[src/rtl/fir_4tap_deconv.sv]
// Sequential deconvolver for the 4-tap FIR: one shared MAC, 5 cycles per sample.
// Optional FIR_DECONV_ERRCNT_EN adds a saturating 8-bit error counter output.
module fir_4tap_deconv #(
    parameter logic signed [7:0] H0       = -8'sd2,
    parameter int unsigned       H0_SHIFT = 1,
    parameter logic signed [7:0] H1       = -8'sd1,
    parameter logic signed [7:0] H2       = 8'sd3,
    parameter logic signed [7:0] H3       = 8'sd4
) (
    input  logic        Clk,
    input  logic        Rst,
    input  logic [15:0] Yin,
    input  logic        yin_valid,
    output logic        yin_ready,
    output logic [7:0]  Xout,
    output logic        xout_valid,
    output logic        err_exact,
    output logic        err_range,
    output logic        err_sticky
`ifdef FIR_DECONV_ERRCNT_EN
    ,
    output logic [7:0]  err_count
`endif
);

    typedef enum logic [2:0] {IDLE, MAC1, MAC2, MAC3, DIV} state_t;

    localparam logic [19:0] REM_MASK = 20'((1 << H0_SHIFT) - 1);

    state_t             state, state_next;
    logic signed [19:0] acc;
    logic signed [7:0]  x1, x2, x3;
    logic signed [7:0]  coef, hist;
    logic signed [15:0] prod;
    logic signed [19:0] mac;
    logic signed [19:0] q_shift;
    logic signed [20:0] q;
    logic signed [7:0]  q_sat;
    logic               rem_nz;
    logic               out_of_range;

    always_ff @(posedge Clk) begin
        if (Rst) state <= IDLE;
        else     state <= state_next;
    end

    always_comb begin
        state_next = state;
        case (state)
            IDLE:    if (yin_valid) state_next = MAC1;
            MAC1:    state_next = MAC2;
            MAC2:    state_next = MAC3;
            MAC3:    state_next = DIV;
            DIV:     state_next = IDLE;
            default: state_next = IDLE;
        endcase
    end

    assign yin_ready = (state == IDLE);

    // Single multiplier: coefficient and history operand selected by MAC step.
    always_comb begin
        coef = '0;
        hist = '0;
        case (state)
            MAC1: begin coef = H1; hist = x1; end
            MAC2: begin coef = H2; hist = x2; end
            MAC3: begin coef = H3; hist = x3; end
            default: begin coef = '0; hist = '0; end
        endcase
    end

    assign prod = coef * hist;
    assign mac  = acc - $signed({{4{prod[15]}}, prod});

    // Floor shift first, then sign correction for a negative H0.
    always_comb begin
        q_shift      = acc >>> H0_SHIFT;
        q            = (H0 < 0) ? -21'(q_shift) : 21'(q_shift);
        out_of_range = (q > 21'sd127) || (q < -21'sd128);
        if (q > 21'sd127)       q_sat = 8'sd127;
        else if (q < -21'sd128) q_sat = -8'sd128;
        else                    q_sat = q[7:0];
        rem_nz       = |(acc & REM_MASK);
    end

    always_ff @(posedge Clk) begin
        if (Rst) begin
            acc        <= '0;
            x1         <= '0;
            x2         <= '0;
            x3         <= '0;
            Xout       <= '0;
            xout_valid <= 1'b0;
            err_exact  <= 1'b0;
            err_range  <= 1'b0;
            err_sticky <= 1'b0;
`ifdef FIR_DECONV_ERRCNT_EN
            err_count  <= '0;
`endif
        end else begin
            xout_valid <= 1'b0;
            err_exact  <= 1'b0;
            err_range  <= 1'b0;
            case (state)
                IDLE: if (yin_valid) acc <= $signed({{4{Yin[15]}}, Yin});
                MAC1, MAC2, MAC3: acc <= mac;
                DIV: begin
                    Xout       <= q_sat;
                    xout_valid <= 1'b1;
                    err_exact  <= rem_nz;
                    err_range  <= out_of_range;
                    err_sticky <= err_sticky | rem_nz | out_of_range;
                    x3         <= x2;
                    x2         <= x1;
                    x1         <= q_sat;
`ifdef FIR_DECONV_ERRCNT_EN
                    if ((rem_nz || out_of_range) && (err_count != 8'hFF))
                        err_count <= err_count + 8'd1;
`endif
                end
                default: ;
            endcase
        end
    end

endmodule

[config.mk]
export PLATFORM = sky130hd
export DESIGN_NAME = fir_4tap_deconv
export DESIGN_NICKNAME = d
export VERILOG_FILES = /design/src/rtl/fir_4tap_deconv.sv
export SDC_FILE = /design/constraint.sdc
export NUM_CORES = 1
export LEC_CHECK = 0
export CORE_AREA = 2 2 82 163
export CTS_BUF_LIST = sky130_fd_sc_hd__clkbuf_8
export CTS_CLUSTER_DIAMETER = 30
export DETAILED_ROUTE_END_ITERATION = 8
export DIE_AREA = 0 0 84 165
export DONT_BUFFER_PORTS = 1
export GPL_TIMING_DRIVEN = 0
export SLEW_MARGIN = 20
export SYNTH_ARGS = -nofsm -noshare
export SYNTH_HDL_FRONTEND = slang
export SYNTH_SLANG_ARGS = --single-unit
[constraint.sdc]
create_clock -name Clk -period 8.6 [get_ports Clk]
set_input_delay 1.72 -clock Clk [delete_from_list [all_inputs] [get_ports Clk]]
set_output_delay 1.72 -clock Clk [all_outputs]
set_load 0.005 [all_outputs]
==> impl_metrics.env, run 1 <==
export IMPL_status="finished clean"
export IMPL_critPathTopFamily="adder cells"
export IMPL_hold_class="reg -> reg"
export IMPL_synth_edff_count=0
export IMPL_fin_crit_ns=6.93
export IMPL_yosysTopAreaCellShare=0.197
export IMPL_remaining_drc_errors=0
export IMPL_fin_total_pwr_uw=989
export IMPL_p_leak_nw=2.34
export IMPL_drv_slew=0
export IMPL_path_buf_inv=4
export IMPL_slew_headroom=0.485
export IMPL_synthFlopType="dfxtp_1"
export IMPL_finish_instance_area_mm2=0.00546
export IMPL_synth_top_area_cell="dfxtp_1"
export IMPL_synth_top_family_by_area="adder cells"
export IMPL_synthArstFlopShare=0
export IMPL_cts_setup_buffers=0
export IMPL_antenna_found_initial=0
export IMPL_yosys_mux_area_fraction=0.0222
export IMPL_hold_viol=0
export IMPL_ys_top_cells_by_area="dfxtp_1 (20%), fa_1 (19%), ha_1 (9.7%), inv_1 (7.7%), nand2_1 (4.6%)"
export IMPL_htree_levels=2
export IMPL_ant_nets=0
export IMPL_dpl_hpwl_mm=12.5
export IMPL_grt_usage=0.223
export IMPL_cp_arrival_ns=7.13
export IMPL_layout_drive_gt1_share=0.0426
export IMPL_grt_pass1_wl_mm=23.9
export IMPL_grt_pass1_vias=4798
export IMPL_seq_area_mm2=0.00102
export IMPL_cp_max_fo=10
export IMPL_fin_setup_tns_ns=0
export IMPL_rsz0062_at_grt="false"
export IMPL_dieArea_mm2=0.0139
export IMPL_synth_xor_area_frac=0.0474
export IMPL_period_share=0.806
export IMPL_drt_iter0_markers=134
export IMPL_max_freq_ghz=0.144
export IMPL_clockRootBuffer="clkbuf_8"
export IMPL_routed_wl_mm=14.5
export IMPL_postPlaceCellArea_mm2=0.00537
export IMPL_synth_simple_area_share=0.171
export IMPL_synth_area_per_cell_um2=8.27
export IMPL_cts_sinks=51
export IMPL_pre_cts_ws_ns=1.68
export IMPL_worst_ep_required_time_ns=8.80
export IMPL_yosysMostFrequentCell="inv_1"
export IMPL_critical_path_class="reg -> reg"
export IMPL_clk_pin_slew_worst_paths_ns=0.12
export IMPL_startpoint_type="flop"
export IMPL_cts_repair_resized=0
export IMPL_portBuffers=0
export IMPL_multi_input_area_mm2=0.00366
export IMPL_cp_slowest_cell="fa_1"
export IMPL_overflow=0
export IMPL_synth_yosys_seq_area_share=0.197
export IMPL_synth_cells=626
export IMPL_drtPass1Iterations=5
export IMPL_via_count=4374
export IMPL_synth_compound_area_frac=0.182
export IMPL_cp_end_kind="flop"
export IMPL_worst_skew_pair_late_latency_ns=0.33
export IMPL_ctsHoldBuffers=0
export IMPL_areaGrowthSynthToFinish_pct=5.51
export IMPL_ir_drop_mv=0.121
export IMPL_diodes=0
export IMPL_grt_max_degree=19
export IMPL_clockBufferDepth=2
export IMPL_cts_tree="built"
export IMPL_synth_fp_nets=733
export IMPL_synth_cell_types=64
export IMPL_initial_core_util=0.412
export IMPL_die_h_um=165
export IMPL_numCtsBuffers=5
export IMPL_finClkSkew_ns=0.0130
export IMPL_rows=58
export IMPL_yosys_top_cells_count="inv_1 (106), nand2_1 (64), dfxtp_1 (51)"
export IMPL_routedWlPerCell_um=18.5
export IMPL_ys_ff_latch=51
export IMPL_powerDensity_mw_per_mm2=181
export IMPL_core_area_mm2=0.0126
export IMPL_crit_top_cell="fa_1"
export IMPL_maxCapViolations=0
export IMPL_synth_area_mm2=0.00518
export IMPL_finalSetupViolations=0
export IMPL_n_fill_cell=1280
export IMPL_crit_chain="clkbuf_1 -> nand2b_1 -> nor2_1 -> and2_1 -> fa_1 -> inv_1 -> fa_1 -> fa_1 -> inv_1 -> fa_1 -> fa_1 -> inv_1 -> ha_1 -> a21o_1 -> a21o_1 -> a21oi_1 -> o21ai_0 -> a221o_1 -> a31oi_1 -> mux2i_1 -> a41oi_1"
export IMPL_io_pins=32
export IMPL_yosys_warnings=0
export IMPL_cpPeakStageDelay_ns=0.71
export IMPL_nNetsFinal=740
export IMPL_setup_ws_ns=1.67
export IMPL_die_w_um=84
export IMPL_synthAdderAreaFrac=0.284
export IMPL_gp_congestion=0.904
export IMPL_via_per_inst=5.58
export IMPL_worst_slew_pin_slew_ns=0.770
==> power breakdown <==
part / internal, mW / leakage, nW / switching, mW
clock network: 0.0607 / 0.0502 / 0.0978
registers: 0.259 / 0.416 / 0.0367
logic: 0.219 / 1.87 / 0.316
total: 0.538 / 2.34 / 0.451
==> flip-flops by register name, indices dropped and copies added, names as in the netlist <==
name and flops:
err_range 1, err_sticky 1, acc 20, xout_valid 1
err_exact 1, state 3, x2 8, x3 8
x1 8
==> per-stage QoR <==
step,utilization,cells,hold WS (ns)
floorplan,-,626,0.432
global placement,0.427,776,0.444
detailed placement,0.427,776,0.456
CTS,0.435,784,0.469
global route,0.435,784,0.487
finish,0.435,784,0.473
==> path summary, 6_finish.rpt <==
kind | start | to | slack (ns) | cells after the start
min | x3[0]$_SDFFE_PP0P_ | x3[0]$_SDFFE_PP0P_ | 0.47 | 2
min reg2reg | x3[0]$_SDFFE_PP0P_ | x3[0]$_SDFFE_PP0P_ | 0.47 | 2
max reg2reg | state[2]$_SDFFE_PP0P_ | acc[19]$_SDFFE_PP0P_ | 1.67 | 21
max | state[2]$_SDFFE_PP0P_ | acc[19]$_SDFFE_PP0P_ | 1.67 | 21
==> per-layer routing <==
layer  vias to the layer above  part of all wire  global-route usage
met4                         0             0.071               0.179
met3                        49             0.035              0.0300
met1                      2115              0.32               0.197
li1                       2107                 -                   -
met5                         -                 0                   0
met2                       103              0.58               0.437
==> area by class of cell <==
cell class,instances,area share
tap,150,0.0343
buffer,25,0.0181
clock buffer,5,0.0126
clock inverter,3,0.00527
sequential,51,0.187
multi-input combinational,444,0.670
inverter,106,0.0728
==> logic make-up (layout without fill, tap and decap cells) <==
family,Yosys count,after routing
AND/OR/NAND/NOR,176,176
AO/OA/AOI/OAI,140,140
buffers and inverters,131,139
adder cells (fa/ha/maj),89,89
flip-flops,51,51
XOR/XNOR,28,28
multiplexers,11,11
==> worst register-to-register path, stage by stage (launching register included) <==
cell and delay (ns):
dfxtp_1 0.36, clkbuf_1 0.51, nand2b_1 0.29, nor2_1 0.15, and2_1 0.24, fa_1 0.71
inv_1 0.17, fa_1 0.61, fa_1 0.58, inv_1 0.06, fa_1 0.48, fa_1 0.51
inv_1 0.04, ha_1 0.33, a21o_1 0.20, a21o_1 0.18, a21oi_1 0.19, o21ai_0 0.19
a221o_1 0.32, a31oi_1 0.32, mux2i_1 0.25, a41oi_1 0.11
==> layout by cell type (no fill, tap or decap), types with 5 or more instances in the layout <==
master / n
nand4_1: 5
xor2_1: 12
a21o_1: 12
o21ai_0: 12
nor2_1: 41
and3_1: 5
nor2b_1: 7
dfxtp_1: 51
clkbuf_8: 5
mux2i_1: 7
or2_2: 5
clkbuf_1: 20
a211oi_1: 24
ha_1: 40
inv_1: 106
nand2_1: 64
and2_1: 5
fa_1: 48
nor3_1: 12
xnor2_1: 16
a21oi_1: 45
or3_1: 6
No activity file was read; power rests on OpenSTA's default activity.
==> run 2, diff against run 1 <==
clock period = 6.9 ns   (was 8.6 ns; I/O delays follow)
==> impl_metrics.env, run 2 (synthesis results as in run 1) <==
export IMPL_status="finished clean"
export IMPL_comb_power_share=0.543
export IMPL_grt_usage=0.223
export IMPL_worst_ep_required_time_ns=7.10
export IMPL_cts_tree="built"
export IMPL_finalSetupViolations=0
export IMPL_wl_met1_mm=4.57
export IMPL_core_area_mm2=0.0126
export IMPL_ant_nets=0
export IMPL_maxCapViolations=0
export IMPL_antenna_found_initial=0
export IMPL_period_share=0.940
export IMPL_die_w_um=84
export IMPL_startpoint_type="flop"
export IMPL_routedWlPerCell_um=18.7
export IMPL_clk_pin_slew_worst_paths_ns=0.11
export IMPL_cts_repair_resized=1
export IMPL_nNetsFinal=740
export IMPL_mostFrequentLayoutCells="inv_1 (106), nand2_1 (64), dfxtp_1 (51)"
export IMPL_layout_drive_gt1_share=0.0521
export IMPL_numCtsBuffers=5
export IMPL_top_layer_used="met4"
export IMPL_finClkSkew_ns=0.00988
export IMPL_clockBufferDepth=2
export IMPL_max_freq_ghz=0.154
export IMPL_clockRootBuffer="clkbuf_8"
export IMPL_pwr_share_clk=0.160
export IMPL_p_int_uw=673
export IMPL_fin_setup_tns_ns=0
export IMPL_diodes=0
export IMPL_min_from="x3[0]$_SDFFE_PP0P_"
export IMPL_ctsHoldBuffers=0
export IMPL_cts_setup_buffers=0
export IMPL_rr_startpoint="state[2]$_SDFFE_PP0P_"
export IMPL_hold_class="reg -> reg"
export IMPL_crit_start="state[2]$_SDFFE_PP0P_"
export IMPL_postPlaceCellArea_mm2=0.00537
export IMPL_cp_end_kind="flop"
export IMPL_routed_wl_mm=14.6
export IMPL_htree_levels=2
export IMPL_wl_met2_mm=8.27
export IMPL_cp_max_fo=10
export IMPL_worst_skew_pair_late_latency_ns=0.33
export IMPL_p_sw_uw=570
export IMPL_fin_total_pwr_mw=1.24
export IMPL_drt_iter0_markers=167
export IMPL_dieArea_mm2=0.0139
export IMPL_cp_arrival_ns=6.68
export IMPL_via_count=4427
export IMPL_via_per_inst=5.65
export IMPL_die_h_um=165
export IMPL_final_util=0.437
export IMPL_ir_drop_mv=0.144
export IMPL_areaGrowthSynthToFinish_pct=5.90
export IMPL_layout_commonest_cell="inv_1"
export IMPL_grt_max_degree=19
export IMPL_final_instance_count_excl_fill=784
export IMPL_grt_pass1_vias=4804
export IMPL_met3_length_um=595
export IMPL_drtPass1Iterations=6
export IMPL_overflow=0
export IMPL_worst_slew_pin_slew_ns=0.763
export IMPL_slew_headroom=0.490
export IMPL_pwr_share_seq=0.297
export IMPL_largest_register_ffs=20
export IMPL_dpl_hpwl_mm=12.5
export IMPL_dpl_cell_count=776
export IMPL_grt_pass1_wl_mm=23.9
export IMPL_hold_viol=0
export IMPL_fin_crit_ns=6.49
export IMPL_switching_share=0.458
export IMPL_portBuffers=0
export IMPL_io_pins=32
export IMPL_p_leak_nw=2.35
export IMPL_drv_slew=0
export IMPL_gp_congestion=0.904
export IMPL_remaining_drc_errors=0
export IMPL_initial_core_util=0.412
export IMPL_cts_sinks=51
export IMPL_top_register="acc"
export IMPL_finish_instance_area_mm2=0.00548
export IMPL_rows=58
export IMPL_rsz0062_at_grt="false"
export IMPL_critical_path_class="reg -> reg"
export IMPL_powerDensity_mw_per_mm2=227
[run 2: stage by stage]
| stage | setup slack [ns] | hold slack [ns] |
|---|---|---|
| 2_1_floorplan | 1.10 | 0.432 |
| 3_5_place_dp | -0.0233 | 0.456 |
| 6_report | 0.414 | 0.471 |
| 4_1_cts | 0.132 | 0.469 |
| 3_3_place_gp | 0.0510 | 0.444 |
| 5_1_grt | 0.0215 | 0.487 |
[run 2: final cells by class]
type                    count  area, um2
clock inverters             3       28.8
flip-flops and latches     51       1020
inverters                 106        398
multi-input cells         444       3680
well taps                 150        188
plain buffers              25        103
fillers                  1278       7070
clock buffers               5       68.8
[run 2: layer usage]
metal / global-route usage / vias to the layer above
met5: 0 / -
met3: 0.0300 / 61
met1: 0.196 / 2125
li1: - / 2107
met2: 0.437 / 134
met4: 0.180 / 0
[run 2: critical path, cell delays in order (launching register included)]
cell and delay (ns):
dfxtp_1 0.36, buf_2 0.29, nand2b_1 0.30, nor2_4 0.10, and2_1 0.20, fa_2 0.67, inv_1 0.14, fa_1 0.60
fa_1 0.58, inv_1 0.06, fa_1 0.48, fa_1 0.51, inv_1 0.04, ha_1 0.33, a21o_1 0.20, a21o_1 0.18
a21oi_1 0.19, o21ai_0 0.20, a221o_1 0.34, a31oi_2 0.24, mux2i_1 0.24, a41oi_1 0.11
[run 2: final timing paths]
path | end | slack, ns | cells past startpoint
min reg2reg | x3[0]$_SDFFE_PP0P_ | 0.47 | 2
max reg2reg | acc[19]$_SDFFE_PP0P_ | 0.41 | 21
min | x3[0]$_SDFFE_PP0P_ | 0.47 | 2
max | acc[19]$_SDFFE_PP0P_ | 0.41 | 21
[run 2: power groups by stage]
stage,logic [mW],registers (mW),clock network [mW]
after global placement,0.649,0.374,0
after floorplan,0.512,0.362,0
after global routing,0.751,0.375,0.211
final,0.675,0.369,0.199
after CTS,0.666,0.368,0.201
after detailed placement,0.661,0.375,0
==> run 3, diff against run 2 <==
SETUP_SLACK_MARGIN = 0.02   (was default)
SKIP_LAST_GASP = 1   (was default)
==> impl_metrics.env, run 3 (synthesis results as in run 1) <==
export IMPL_startpoint_type="flop"
export IMPL_numCtsBuffers=5
export IMPL_powerDensity_mw_per_mm2=225
export IMPL_p_leak_nw=2.36
export IMPL_routedWlPerCell_um=18.5
export IMPL_top_register="acc"
export IMPL_dieArea_mm2=0.0139
export IMPL_hold_viol=0
export IMPL_areaGrowthSynthToFinish_pct=6.26
export IMPL_drt_iter0_markers=143
export IMPL_ctsHoldBuffers=0
export IMPL_finalSetupViolations=0
export IMPL_rsz0062_at_grt="true"
export IMPL_antenna_found_initial=0
export IMPL_ir_drop_mv=0.156
export IMPL_mostFrequentLayoutCells="inv_1 (105), nand2_1 (64), dfxtp_1 (51)"
export IMPL_path_buf_inv=4
export IMPL_worst_ep_required_time_ns=7.09
export IMPL_final_util=0.438
export IMPL_slew_headroom=0.503
export IMPL_portBuffers=0
export IMPL_gp_congestion=0.904
export IMPL_clk_pin_slew_worst_paths_ns=0.11
export IMPL_cp_end_kind="flop"
export IMPL_finClkSkew_ns=0.0101
export IMPL_core_area_mm2=0.0126
export IMPL_worst_slew_pin_slew_ns=0.744
export IMPL_dpl_hpwl_mm=12.5
export IMPL_largest_register_ffs=20
export IMPL_initial_core_util=0.412
export IMPL_layout_commonest_cell="inv_1"
export IMPL_rows=58
export IMPL_layout_drive_gt1_share=0.0566
export IMPL_hold_class="reg -> reg"
export IMPL_period_share=0.942
export IMPL_nNetsFinal=742
export IMPL_cp_max_fo=10
export IMPL_crit_top_cell="fa_1"
export IMPL_grt_usage=0.223
export IMPL_status="finished clean"
export IMPL_die_h_um=165
export IMPL_crit_chain="clkbuf_2 -> nand2b_1 -> nor2_4 -> and2_1 -> fa_2 -> inv_1 -> fa_1 -> fa_1 -> inv_1 -> fa_1 -> fa_1 -> inv_1 -> ha_1 -> a21o_1 -> a21o_1 -> a21oi_1 -> o21ai_0 -> a221o_1 -> a31oi_2 -> mux2i_1 -> a41oi_1"
export IMPL_diodes=0
export IMPL_grt_pass1_vias=4804
export IMPL_overflow=0
export IMPL_setup_ws_ns=0.404
export IMPL_htree_levels=2
export IMPL_via_per_inst=5.62
export IMPL_clockBufferDepth=2
export IMPL_critical_path_class="reg -> reg"
export IMPL_max_freq_ghz=0.154
export IMPL_drv_slew=0
export IMPL_grt_pass1_wl_mm=23.9
export IMPL_maxCapViolations=0
export IMPL_fin_crit_ns=6.50
export IMPL_ant_nets=0
export IMPL_cpPeakStageDelay_ns=0.67
export IMPL_cts_sinks=51
export IMPL_remaining_drc_errors=0
export IMPL_cp_arrival_ns=6.69
export IMPL_via_count=4416
export IMPL_drtPass1Iterations=6
export IMPL_critPathTopFamily="adder cells"
export IMPL_io_pins=32
export IMPL_grt_max_degree=19
export IMPL_routed_wl_mm=14.6
export IMPL_cts_tree="built"
export IMPL_cp_slowest_cell="fa_2"
export IMPL_pre_cts_ws_ns=-0.0233
export IMPL_worst_skew_pair_late_latency_ns=0.32
export IMPL_clockRootBuffer="clkbuf_8"
export IMPL_die_w_um=84
==> run 3: cell type report <==
class	instances	area [um2]
fillers	1276	7050
multi-input cells	444	3680
flip-flops and latches	51	1020
inverters	106	402
well taps	150	188
plain buffers	25	103
clock buffers	5	68.8
clock inverters	3	28.8
repair buffers	2	15.0
==> run 3: tightest hold or removal path, delay by kind of cell, from the launching register on <==
kind,cells,cell delay (ns)
simple gates,1,0.05
compound gates,1,0.05
flops,1,0.33
==> run 3: per-stage QoR <==
step	TNS [ns]	cells	instance area [um2]	hold WS (ns)	power, mW
global placement	0	776	5370	0.444	1.02
CTS	0	784	5470	0.469	1.24
finish	0	786	5500	0.472	1.24
floorplan	0	626	5180	0.432	0.874
global route	-0.00334	786	5500	0.487	1.34
detailed placement	-0.0233	776	5370	0.456	1.04
==> run 3: layer usage <==
metal,GRT usage,share of wire,wire [um]
met1,0.196,0.32,4610
met2,0.437,0.57,8260
met3,0.0300,0.036,523
met4,0.180,0.082,1190
met5,0,0,0
==> run 3: repair_timing <==
action | in CTS | in global routing
pin swaps | 0 | 0
setup endpoints to repair | 1 | 4
resized for setup | 1 | 9
cloned | 0 | 0
endpoints found under the hold margin | 0 | 0
buffers inserted | 0 | 2
==> run 3: worst paths after layout <==
| kind | from | to | slack (ns) | cells past startpoint |
|---|---|---|---|---|
| worst max-delay path | state[2]$_SDFFE_PP0P_ | acc[19]$_SDFFE_PP0P_ | 0.40 | 21 |
| worst min-delay path | x3[0]$_SDFFE_PP0P_ | x3[0]$_SDFFE_PP0P_ | 0.47 | 2 |
| worst max register to register | state[2]$_SDFFE_PP0P_ | acc[19]$_SDFFE_PP0P_ | 0.40 | 21 |
| worst min register to register | x3[0]$_SDFFE_PP0P_ | x3[0]$_SDFFE_PP0P_ | 0.47 | 2 |
==> run 3: power breakdown <==
part / leakage, nW / switching (mW) / internal (mW)
registers: 0.416 / 0.0457 / 0.323
clock network: 0.0502 / 0.122 / 0.0756
logic: 1.89 / 0.399 / 0.275
